--- src/rtl/wta_pkg.sv ---
// Shared types and helpers for the winner-take-all gamma-cycle sequencer.
// Lane helpers take a fixed 64-bit vector; callers zero-extend narrower lanes.
package wta_pkg;

  typedef enum logic [1:0] {IDLE, CLEAR, WINDOW} gamma_state_t;

  localparam int MAX_LANES = 64;
  localparam int IDX_W     = 6;

  // Index of the lowest set bit; 0 when the vector is empty.
  function automatic logic [IDX_W-1:0] lowest_set_idx(input logic [MAX_LANES-1:0] v);
    lowest_set_idx = '0;
    for (int i = MAX_LANES - 1; i >= 0; i--) begin
      if (v[i]) lowest_set_idx = IDX_W'(i);
    end
  endfunction

  // True when more than one bit is set (clearing the lowest set bit leaves something).
  function automatic logic onehot_multi(input logic [MAX_LANES-1:0] v);
    return (v & (v - MAX_LANES'(1))) != '0;
  endfunction

endpackage

--- src/rtl/wta_gamma_ctrl_spike_sync.sv ---
// Multi-stage synchroniser for the asynchronous WTA spike lanes.
module spike_sync #(
  parameter int WIDTH  = 16,
  parameter int STAGES = 2
) (
  input  logic             clk,
  input  logic             rst_n,
  input  logic [WIDTH-1:0] d,
  output logic [WIDTH-1:0] q
);

  logic [STAGES-1:0][WIDTH-1:0] stage_q;

  // NOTE: every stage is reset so the sampled lanes start from a known all-clear
  // value; a register array that is not reset would power up as X in simulation.
  always_ff @(posedge clk or negedge rst_n) begin
    if (!rst_n) begin
      stage_q <= '0;
    end else begin
      stage_q <= {stage_q[STAGES-2:0], d};
    end
  end

  assign q = stage_q[STAGES-1];

endmodule

--- src/rtl/wta_gamma_ctrl.sv ---
// Gamma-cycle sequencer: clears the WTA, samples its synchronised spikes,
// captures the first winner and publishes it through a valid/ready interface.
module wta_gamma_ctrl
  import wta_pkg::*;
#(
  parameter int GAMMA_CYCLE_WIDTH = 16,
  parameter int NUM_INPUTS        = 16,
  parameter int RST_CYCLES        = 2,
  parameter int SYNC_STAGES       = 2,
  parameter bit FALLING           = 1'b0
) (
  input  logic                                 clk,
  input  logic                                 rst_n,
  input  logic                                 enable,
  input  logic                                 clr_status,
  output logic                                 wta_rst,
  input  logic [NUM_INPUTS-1:0]                wta_spikes,
  output logic                                 gamma_start,
  output logic                                 res_valid,
  input  logic                                 res_ready,
  output logic [$clog2(NUM_INPUTS)-1:0]        res_idx,
  output logic [$clog2(GAMMA_CYCLE_WIDTH)-1:0] res_time,
  output logic                                 res_none,
  output logic                                 res_multi,
  output logic                                 overrun
);

  localparam int CW = $clog2(GAMMA_CYCLE_WIDTH);
  localparam int IW = $clog2(NUM_INPUTS);
  localparam logic [CW-1:0] CNT_LAST = CW'(GAMMA_CYCLE_WIDTH - 1);
  localparam logic [CW-1:0] CLR_LAST = CW'(RST_CYCLES - 1);

  gamma_state_t state, state_nxt;
  logic [CW-1:0] cnt, cnt_nxt;
  logic          publish;
  logic          start_nxt;

  logic [NUM_INPUTS-1:0] s_sync;
  logic [NUM_INPUTS-1:0] s;

  logic          captured;
  logic [IW-1:0] cap_idx;
  logic [CW-1:0] cap_time;
  logic          cap_multi;

  logic          hit;
  logic [IW-1:0] hit_idx;
  logic          hit_multi;
  logic [IW-1:0] pub_idx;
  logic [CW-1:0] pub_time;
  logic          pub_multi;
  logic          pub_none;

  spike_sync #(
    .WIDTH  (NUM_INPUTS),
    .STAGES (SYNC_STAGES)
  ) u_spike_sync (
    .clk   (clk),
    .rst_n (rst_n),
    .d     (wta_spikes),
    .q     (s_sync)
  );

  assign s       = s_sync ^ {NUM_INPUTS{FALLING}};
  assign wta_rst = (state != WINDOW);

  // NOTE: every output of this block gets a default first, so no path through
  // the case statement can leave a signal unassigned and infer a latch.
  always_comb begin
    state_nxt = state;
    cnt_nxt   = cnt;
    publish   = 1'b0;
    start_nxt = 1'b0;
    unique case (state)
      IDLE: begin
        cnt_nxt = '0;
        if (enable) begin
          state_nxt = CLEAR;
          start_nxt = 1'b1;
        end
      end
      CLEAR: begin
        cnt_nxt = cnt + CW'(1);
        if (cnt == CLR_LAST) state_nxt = WINDOW;
      end
      WINDOW: begin
        if (cnt == CNT_LAST) begin
          publish = 1'b1;
          cnt_nxt = '0;
          if (enable) begin
            state_nxt = CLEAR;
            start_nxt = 1'b1;
          end else begin
            state_nxt = IDLE;
          end
        end else begin
          cnt_nxt = cnt + CW'(1);
        end
      end
      default: begin
        state_nxt = IDLE;
        cnt_nxt   = '0;
      end
    endcase
  end

  // NOTE: sequential state uses non-blocking assignments so every flop samples
  // the pre-edge values regardless of the order the statements appear in.
  always_ff @(posedge clk or negedge rst_n) begin
    if (!rst_n) begin
      state       <= IDLE;
      cnt         <= '0;
      gamma_start <= 1'b0;
    end else begin
      state       <= state_nxt;
      cnt         <= cnt_nxt;
      gamma_start <= start_nxt;
    end
  end

  assign hit       = (state == WINDOW) && !captured && (s != '0);
  assign hit_idx   = IW'(lowest_set_idx(MAX_LANES'(s)));
  assign hit_multi = onehot_multi(MAX_LANES'(s));

  // A spike first seen on the terminal clock still makes it into that cycle's result.
  assign pub_none  = !(captured || hit);
  assign pub_idx   = captured ? cap_idx   : (hit ? hit_idx   : '0);
  assign pub_time  = captured ? cap_time  : (hit ? cnt       : '0);
  assign pub_multi = captured ? cap_multi : (hit ? hit_multi : 1'b0);

  always_ff @(posedge clk or negedge rst_n) begin
    if (!rst_n) begin
      captured  <= 1'b0;
      cap_idx   <= '0;
      cap_time  <= '0;
      cap_multi <= 1'b0;
    end else if (state != WINDOW) begin
      captured  <= 1'b0;
    end else if (hit) begin
      captured  <= 1'b1;
      cap_idx   <= hit_idx;
      cap_time  <= cnt;
      cap_multi <= hit_multi;
    end
  end

  always_ff @(posedge clk or negedge rst_n) begin
    if (!rst_n) begin
      res_valid <= 1'b0;
      res_idx   <= '0;
      res_time  <= '0;
      res_none  <= 1'b0;
      res_multi <= 1'b0;
    end else if (publish) begin
      res_valid <= 1'b1;
      res_idx   <= pub_idx;
      res_time  <= pub_time;
      res_none  <= pub_none;
      res_multi <= pub_multi;
    end else if (res_valid && res_ready) begin
      res_valid <= 1'b0;
    end
  end

  // Setting beats clearing when both land on the same clock.
  always_ff @(posedge clk or negedge rst_n) begin
    if (!rst_n) begin
      overrun <= 1'b0;
    end else if (publish && res_valid && !res_ready) begin
      overrun <= 1'b1;
    end else if (clr_status) begin
      overrun <= 1'b0;
    end
  end

endmodule

--- config.mk ---
export PLATFORM = sky130hd
export DESIGN_NAME = wta_gamma_ctrl
export DESIGN_NICKNAME = d
export VERILOG_FILES = /design/src/rtl/wta_pkg.sv /design/src/rtl/wta_gamma_ctrl_spike_sync.sv /design/src/rtl/wta_gamma_ctrl.sv
export SDC_FILE = /design/constraint.sdc
export NUM_CORES = 1
export LEC_CHECK = 0
export BUFFER_PORTS_ARGS = -buffer_cell sky130_fd_sc_hd__buf_4
export CORE_MARGIN = 4
export CORE_UTILIZATION = 55
export DETAILED_ROUTE_END_ITERATION = 12
export PLACE_DENSITY_LB_ADDON = 0.12
export SYNTH_ARGS = -nofsm -noshare
export SYNTH_HDL_FRONTEND = slang
export SYNTH_SLANG_ARGS = --single-unit
--- constraint.sdc ---
create_clock -name clk -period 2.8 [get_ports clk]
set_clock_uncertainty 0.05 [all_clocks]
set_input_delay 0.28 -clock clk [delete_from_list [all_inputs] [get_ports clk]]
set_output_delay 0.28 -clock clk [all_outputs]
set_load 0.03 [all_outputs]
==> out/metrics.yaml, run 1 <==
status: "completed"
die_w_um: 74.07
syn_avg_cell_area_um2: 11.60
final_util: 0.7461
clkPwrFrac: 0.350
cp-end-kind: "flip-flop"
clock_latency_ps: 330
min_period_over_period: 0.8954
postRouteAntennaNets: 0
design_area_um2: 3070
tightest_slew_ps: 725.0
vias_per_cell: 5.434
setup_viol: 0
ys_seq_area_frac: 0.6357
areaGrowthSynthToFinish_pct: 27.88
ir_drop_mv: 0.5178
startpoint_type: "flip-flop"
layout.cells.most_common: "dfrtp_1"
seqPwrFrac: 0.465
drt_iter0_markers: 104
slew_violations: 0
synth-main-ff-cell: "dfrtp_1"
hold-path-cell-count: 2
die_h_um: 74.07
max_freq_mhz: 398.9
syn-cell-area_um2: 2401
rsz0062_at_grt: "no"
core_um2: 4115
drcViolationCount: 0
synth-seq-cells: 61
critPathLaunch: "u_spike_sync.q[0]$_DFF_PN0_"
switchingPower_w: 0.0006324
intPower_w: 0.001630
endpoint: "res_idx[1]$_DFFE_PN0P_"
hold_path.class: "in2reg"
setup_ws_ps: 292.8
reg2reg_depth: 6
finalWeightedCongestion: 0.8267
ys_types: 42
wl_mm: 4.433
clk_pin_slew_ps: 60
antenna_found_initial: 0
fp-row-count: 23
dpl_cell_area_um2: 2690
power_leakage_nw: 1.440
cts-buffers-inserted: 9
dieArea_um2: 5486
slew_headroom: 0.5167
drv_cap: 0
yosys_warnings: 0
diodes: 0
layout_common_cells: "61 x dfrtp_1, 34 x buf_4, 26 x nor2_1, 21 x nand2_1, 17 x dlygate4sd3_1"
regArea_um2: 1526
drive_gt1_frac: 0.2127
first_global_vias: 1667
swShare: 0.2795
period_minus_slack_ps: 2507
grt_max_degree: 62
clock-sinks: 61
clk_path_buf_depth: 2
synth_edf_count: 0
ff2ff_setup_slack_ps: 290
cp_data_required_time_ps: 2950
grt_pass1_wl_mm: 7.610
track_usage: 0.1905
setup_tns_ps: 0
htree_levels: 3
hold_ws_ps: 93.00
vias: 1728
cts_tree: "built"
rr_endpoint: "res_idx[1]$_DFFE_PN0P_"
initial_core_util: 0.5835
io_pins: 35
wl_per_cell_um: 13.94
cp.arrival_ps: 2660
fillerInstances: 279
io_buffer_count: 34
combPwrFrac: 0.184
root_buffer: "clkbuf_8"
synth_async_sr_flop_share: 1.000
cts_resized: 0
place_hpwl_mm: 2.900
drt_first_pass_iters: 4
cp_max_fo: 15
p_per_area_nw_per_um2: 736.9
synth_cells: 207
r2r-start: "u_spike_sync.q[0]$_DFF_PN0_"
finalNetCount: 290
synth_nets: 234
dp_slack_ps: 307.0
multiInputGateArea_um2: 812.0
critPathKind: "reg2reg"
grt_overflow: 0
hold_viol: 0
## cells in the mapped netlist, types with 2 or more instances
master / instances / area [um2]
clkbuf_1: 3 / 11.26
nor3_1: 4 / 20.02
nor4_1: 2 / 12.51
nand4_1: 2 / 12.51
a211oi_1: 2 / 15.01
nand2_1: 21 / 78.83
ha_1: 6 / 75.07
nor2_1: 26 / 97.59
o31ai_1: 4 / 30.03
or2_2: 3 / 18.77
a2111oi_0: 2 / 17.52
inv_1: 9 / 33.78
o41ai_1: 3 / 26.28
nand2b_1: 2 / 12.51
a221oi_1: 4 / 35.03
or3_1: 2 / 12.51
and2_1: 2 / 12.51
dfrtp_1: 61 / 1526
a21o_1: 5 / 37.54
o22ai_1: 2 / 12.51
o22a_1: 3 / 26.28
or4_1: 3 / 22.52
a21oi_1: 7 / 35.03
buf_2: 2 / 10.01
o21ai_0: 9 / 45.04
nand3_1: 2 / 10.01
## layout make-up
type / instances / share of cell area
Sequential cell: 61 / 0.4971
Tap cell: 50 / 0.02037
Inverter: 9 / 0.01100
Multi-Input combinational cell: 131 / 0.2645
Clock buffer: 12 / 0.05379
Timing Repair Buffer: 51 / 0.1385
Clock inverter: 4 / 0.01467
## critical path: stages (launching register included)
cell     delay (ps)
dfrtp_1         420
or4_1           730
or3_4           480
o21ai_4         340
nor3_1          110
a22oi_1         160
o21ai_1          80
## layer usage
metal / wire (um) / up-vias / GRT usage / share of wire
li1: - / 846 / - / -
met1: 2016 / 825 / 0.2462 / 0.45
met2: 2099 / 48 / 0.2894 / 0.47
met3: 227 / 9 / 0.06081 / 0.051
met4: 91 / 0 / 0.09859 / 0.021
met5: 0 / - / 0 / 0
## per-stage QoR
step,power [W],instances
3_3_place_gp,0.001456,285
6_report,0.002263,318
4_1_cts,0.002300,318
3_5_place_dp,0.001470,285
2_1_floorplan,0.001344,207
5_1_grt,0.002404,318
## timing repair
| action | CTS | global route |
|---|---|---|
| hold buffers | 17 | 0 |
| endpoints found under the hold margin | 77 | 0 |
| buffers inserted | 0 | 0 |
## registers in the layout, summed over array words and instances, names as in the netlist, 2 cells and up
signal	flops
u_spike_sync.stage_q	16
cap_idx	4
cnt	4
res_idx	4
u_spike_sync.q	16
cap_time	4
state	2
res_time	4
## worst min path at each step
stage                                    to                               start  slack [ps]
2_1_floorplan        cap_idx[0]$_DFFE_PN0P_                               rst_n         -70
3_3_place_gp   u_spike_sync.q[11]$_DFF_PN0_  u_spike_sync.stage_q[11]$_DFF_PN0_         280
3_5_place_dp    u_spike_sync.q[4]$_DFF_PN0_   u_spike_sync.stage_q[4]$_DFF_PN0_         290
4_1_cts                 overrun$_DFFE_PN0P_                          clr_status          70
5_1_grt                 overrun$_DFFE_PN0P_                          clr_status         100
6_report                overrun$_DFFE_PN0P_                          clr_status          90
## power groups by stage
| stage | Combinational, W | Sequential, W | Clock (W) |
|---|---|---|---|
| after floorplan | 0.000301 | 0.00104 | 0 |
| after global placement | 0.000391 | 0.00106 | 0 |
| after detailed placement | 0.000403 | 0.00107 | 0 |
| after CTS | 0.000423 | 0.00105 | 0.000826 |
| after global routing | 0.000486 | 0.00107 | 0.000851 |
| final | 0.000417 | 0.00105 | 0.000793 |
## cell families after synthesis
group	synth area share
adders and majority gates	0.03543
DFF	0.6357
xor gates and xnor gates	0.007297
and+or+nand+nor	0.1365
buffers and inverters	0.02606
AOI/OAI and AO/OA	0.1589
Power figures use the tool's default switching activity.
==> inputs of run 2 (changes only) <==
--- a/config.mk
+++ b/config.mk
@@ -7,9 +7,10 @@
 export LEC_CHECK = 0
 export BUFFER_PORTS_ARGS = -buffer_cell sky130_fd_sc_hd__buf_4
 export CORE_MARGIN = 4
-export CORE_UTILIZATION = 55
+export CORE_UTILIZATION = 56
 export DETAILED_ROUTE_END_ITERATION = 12
 export PLACE_DENSITY_LB_ADDON = 0.12
 export SYNTH_ARGS = -nofsm -noshare
 export SYNTH_HDL_FRONTEND = slang
+export SYNTH_HIERARCHICAL = 1
 export SYNTH_SLANG_ARGS = --single-unit
==> run 2 against run 1 <==
Clock power fell by 6.1%; design area decreased by 0.24%; first-iteration DRC count decreased by 17%; combinational power is 1% lower; die area increased by 2.8%; largest power group unchanged.
==> out/metrics.yaml, run 2 <==
critPathKind: "reg2reg"
drcViolationCount: 0
wl_per_cell_um: 13.86
cts_tree: "built"
track_usage: 0.1854
clock-sinks: 61
ir_drop_mv: 0.4424
layout.cells.non_filler: 322
cp_max_fo: 7
finalWeightedCongestion: 0.7629
finalNetCount: 295
postRouteAntennaNets: 0
yosys_warnings: 6
min_period_over_period: 0.8015
vias: 1702
hold_viol: 0
power_leakage_nw: 1.456
setup_tns_ps: 0
yosysTopAreaCellShare: 0.6055
clk_pin_slew_ps: 60
period_minus_slack_ps: 2244
status: "completed"
place_hpwl_mm: 2.913
first_global_vias: 1684
layout_common_cells: "61 x dfrtp_1, 36 x buf_4, 29 x nor2_1, 21 x nand2_1, 17 x dlygate4sd3_1"
fillerInstances: 326
yosys.area_share.simple: 0.1429
setup_viol: 0
dp.cells: 292
initial_core_util: 0.5790
synth_cells: 225
max_freq_mhz: 445.6
io_pins: 35
drive_gt1_frac: 0.2111
yosys.cell_count.top_type: "dfrtp_1"
grt_pass1_wl_mm: 7.486
vias_per_cell: 5.286
ys_seq_area_frac: 0.6055
cts_resized: 0
hold_path.class: "in2reg"
areaGrowthSynthToFinish_pct: 21.49
drt_first_pass_iters: 4
core_um2: 4354
startpoint_type: "flip-flop"
grt_overflow: 0
synth_nets: 252
syn_avg_cell_area_um2: 11.21
synth_common_cells: "61 x dfrtp_1, 29 x nor2_1, 21 x nand2_1"
cp_data_required_time_ps: 2950
wl_mm: 4.464
layout.cells.most_common: "dfrtp_1"
drt_iter0_markers: 86
antenna_found_initial: 0
drv_cap: 0
clk_path_buf_depth: 2
cts-buffers-inserted: 9
synth_top_family_by_area: "simple AND/OR/NAND/NOR gates"
synth_fa_ha_area_frac: 0.03375
ys_top_cells_by_area: "dfrtp_1 61%, buf_4 5.1%, nor2_1 4.3%"
io_buffer_count: 34
ys_types: 40
synth-main-ff-cell: "dfrtp_1"
synthMuxAreaShare: 0.004467
synth_async_sr_flop_share: 1.000
yosysTopAreaCell: "dfrtp_1"
dieArea_um2: 5639
grt_max_degree: 62
synthXorXnorAreaFrac: 0.006948
diodes: 0
p_per_area_nw_per_um2: 722.6
htree_levels: 3
rsz0062_at_grt: "no"
slew_violations: 0
clock_latency_ps: 330
synth-seq-cells: 61
fp-row-count: 24
cp-end-kind: "flip-flop"
die_h_um: 75.10
die_w_um: 75.10
slew_headroom: 0.5138
syn-cell-area_um2: 2521
root_buffer: "clkbuf_8"
synth_edf_count: 0
cp.arrival_ps: 2390
tightest_slew_ps: 729.4
synth_compound_area_frac: 0.1335
## run 2: changes by cell type in the layout (fill, tap and decap cells not counted), moves of 2 or more
cell and change:
o41ai_1 -3, nor3b_1 +2, buf_4 +2, o21ai_0 -2, nor2_1 +3, a21oi_1 +4, or3_1 +3, o21ai_2 +2
nor3_1 +3, a211oi_1 +2, clkinv_2 -2
## run 2: layout make-up
type	count	area, um2	area share
sequential	61	1526	0.4984
multi-input combinational	134	810.8	0.2647
tap	52	65.06	0.02124
timing repair buffer	53	440.4	0.1438
inverter	9	33.78	0.01103
clock buffer	11	151.4	0.04943
clock inverter	2	35.03	0.01144
## run 2: timing repair
item                      4_1_cts  5_1_grt
setup buffers                   0        0
hold buffers                   17        0
hold endpoints to repair       77        0
## run 2: kinds of logic (layout without fill, tap and decap cells)
| kind of cell | Yosys count | count (layout) |
|---|---|---|
| fa+ha+maj | 7 | 7 |
| mux | 1 | 1 |
| compound gates | 46 | 46 |
| flops | 61 | 61 |
| buf+inv | 30 | 75 |
| simple gates | 78 | 78 |
| xor+xnor | 2 | 2 |
## run 2: worst max-delay path: stages, from the launching register on
cell and delay, ps:
dfrtp_1 430, or4_4 580, or2_1 370, o21ai_2 340
nor3_1 120, a21oi_1 140, o21ai_0 80
## run 2: worst paths after layout
path | startpoint | endpoint | slack, ps | depth (start not counted)
setup / recovery | u_spike_sync/q[0]$_DFF_PN0_ | res_idx[2]$_DFFE_PN0P_ | 560 | 6
hold / removal | clr_status | overrun$_DFFE_PN0P_ | 80 | 2
setup reg to reg | u_spike_sync/q[0]$_DFF_PN0_ | res_idx[2]$_DFFE_PN0P_ | 560 | 6
hold reg to reg | u_spike_sync/stage_q[5]$_DFF_PN0_ | u_spike_sync/q[5]$_DFF_PN0_ | 300 | 0
max in group asynchronous | rst_n | cap_time[0]$_DFFE_PN0P_ | 1710 | 2
min in group asynchronous | rst_n | u_spike_sync/stage_q[13]$_DFF_PN0_ | 500 | 2
## run 2: layer usage
layer	routed length, um	part of all wire	GRT usage
met5	0	0	0
met4	100	0.022	0.1146
met3	289	0.065	0.06542
met2	2086	0.47	0.2872
met1	1987	0.45	0.2207
## run 2: power by group
| part | total (W) | internal [W] | leakage, nW | switching [W] |
|---|---|---|---|---|
| clock network | 0.000745 | 0.000443 | 0.0971 | 0.000302 |
| registers | 0.00106 | 0.000971 | 0.767 | 0.0000841 |
| logic | 0.000413 | 0.000178 | 0.592 | 0.000235 |
| total | 0.00221 | 0.00159 | 1.46 | 0.000622 |
## run 2: through the flow
stage	hold WS, ps	utilization	instance area (um2)	total power [W]	worst slack, ps
final	84.42	0.7034	3063	0.002213	555.8
after global routing	75.01	0.7034	3063	0.002344	388.4
after CTS	69.04	0.7034	3063	0.002238	563.1
after detailed placement	284.7	0.6216	2706	0.001462	593.0
after global placement	282.7	0.6216	2706	0.001457	650.1
after floorplan	-65.59	-	2521	0.001350	711.7
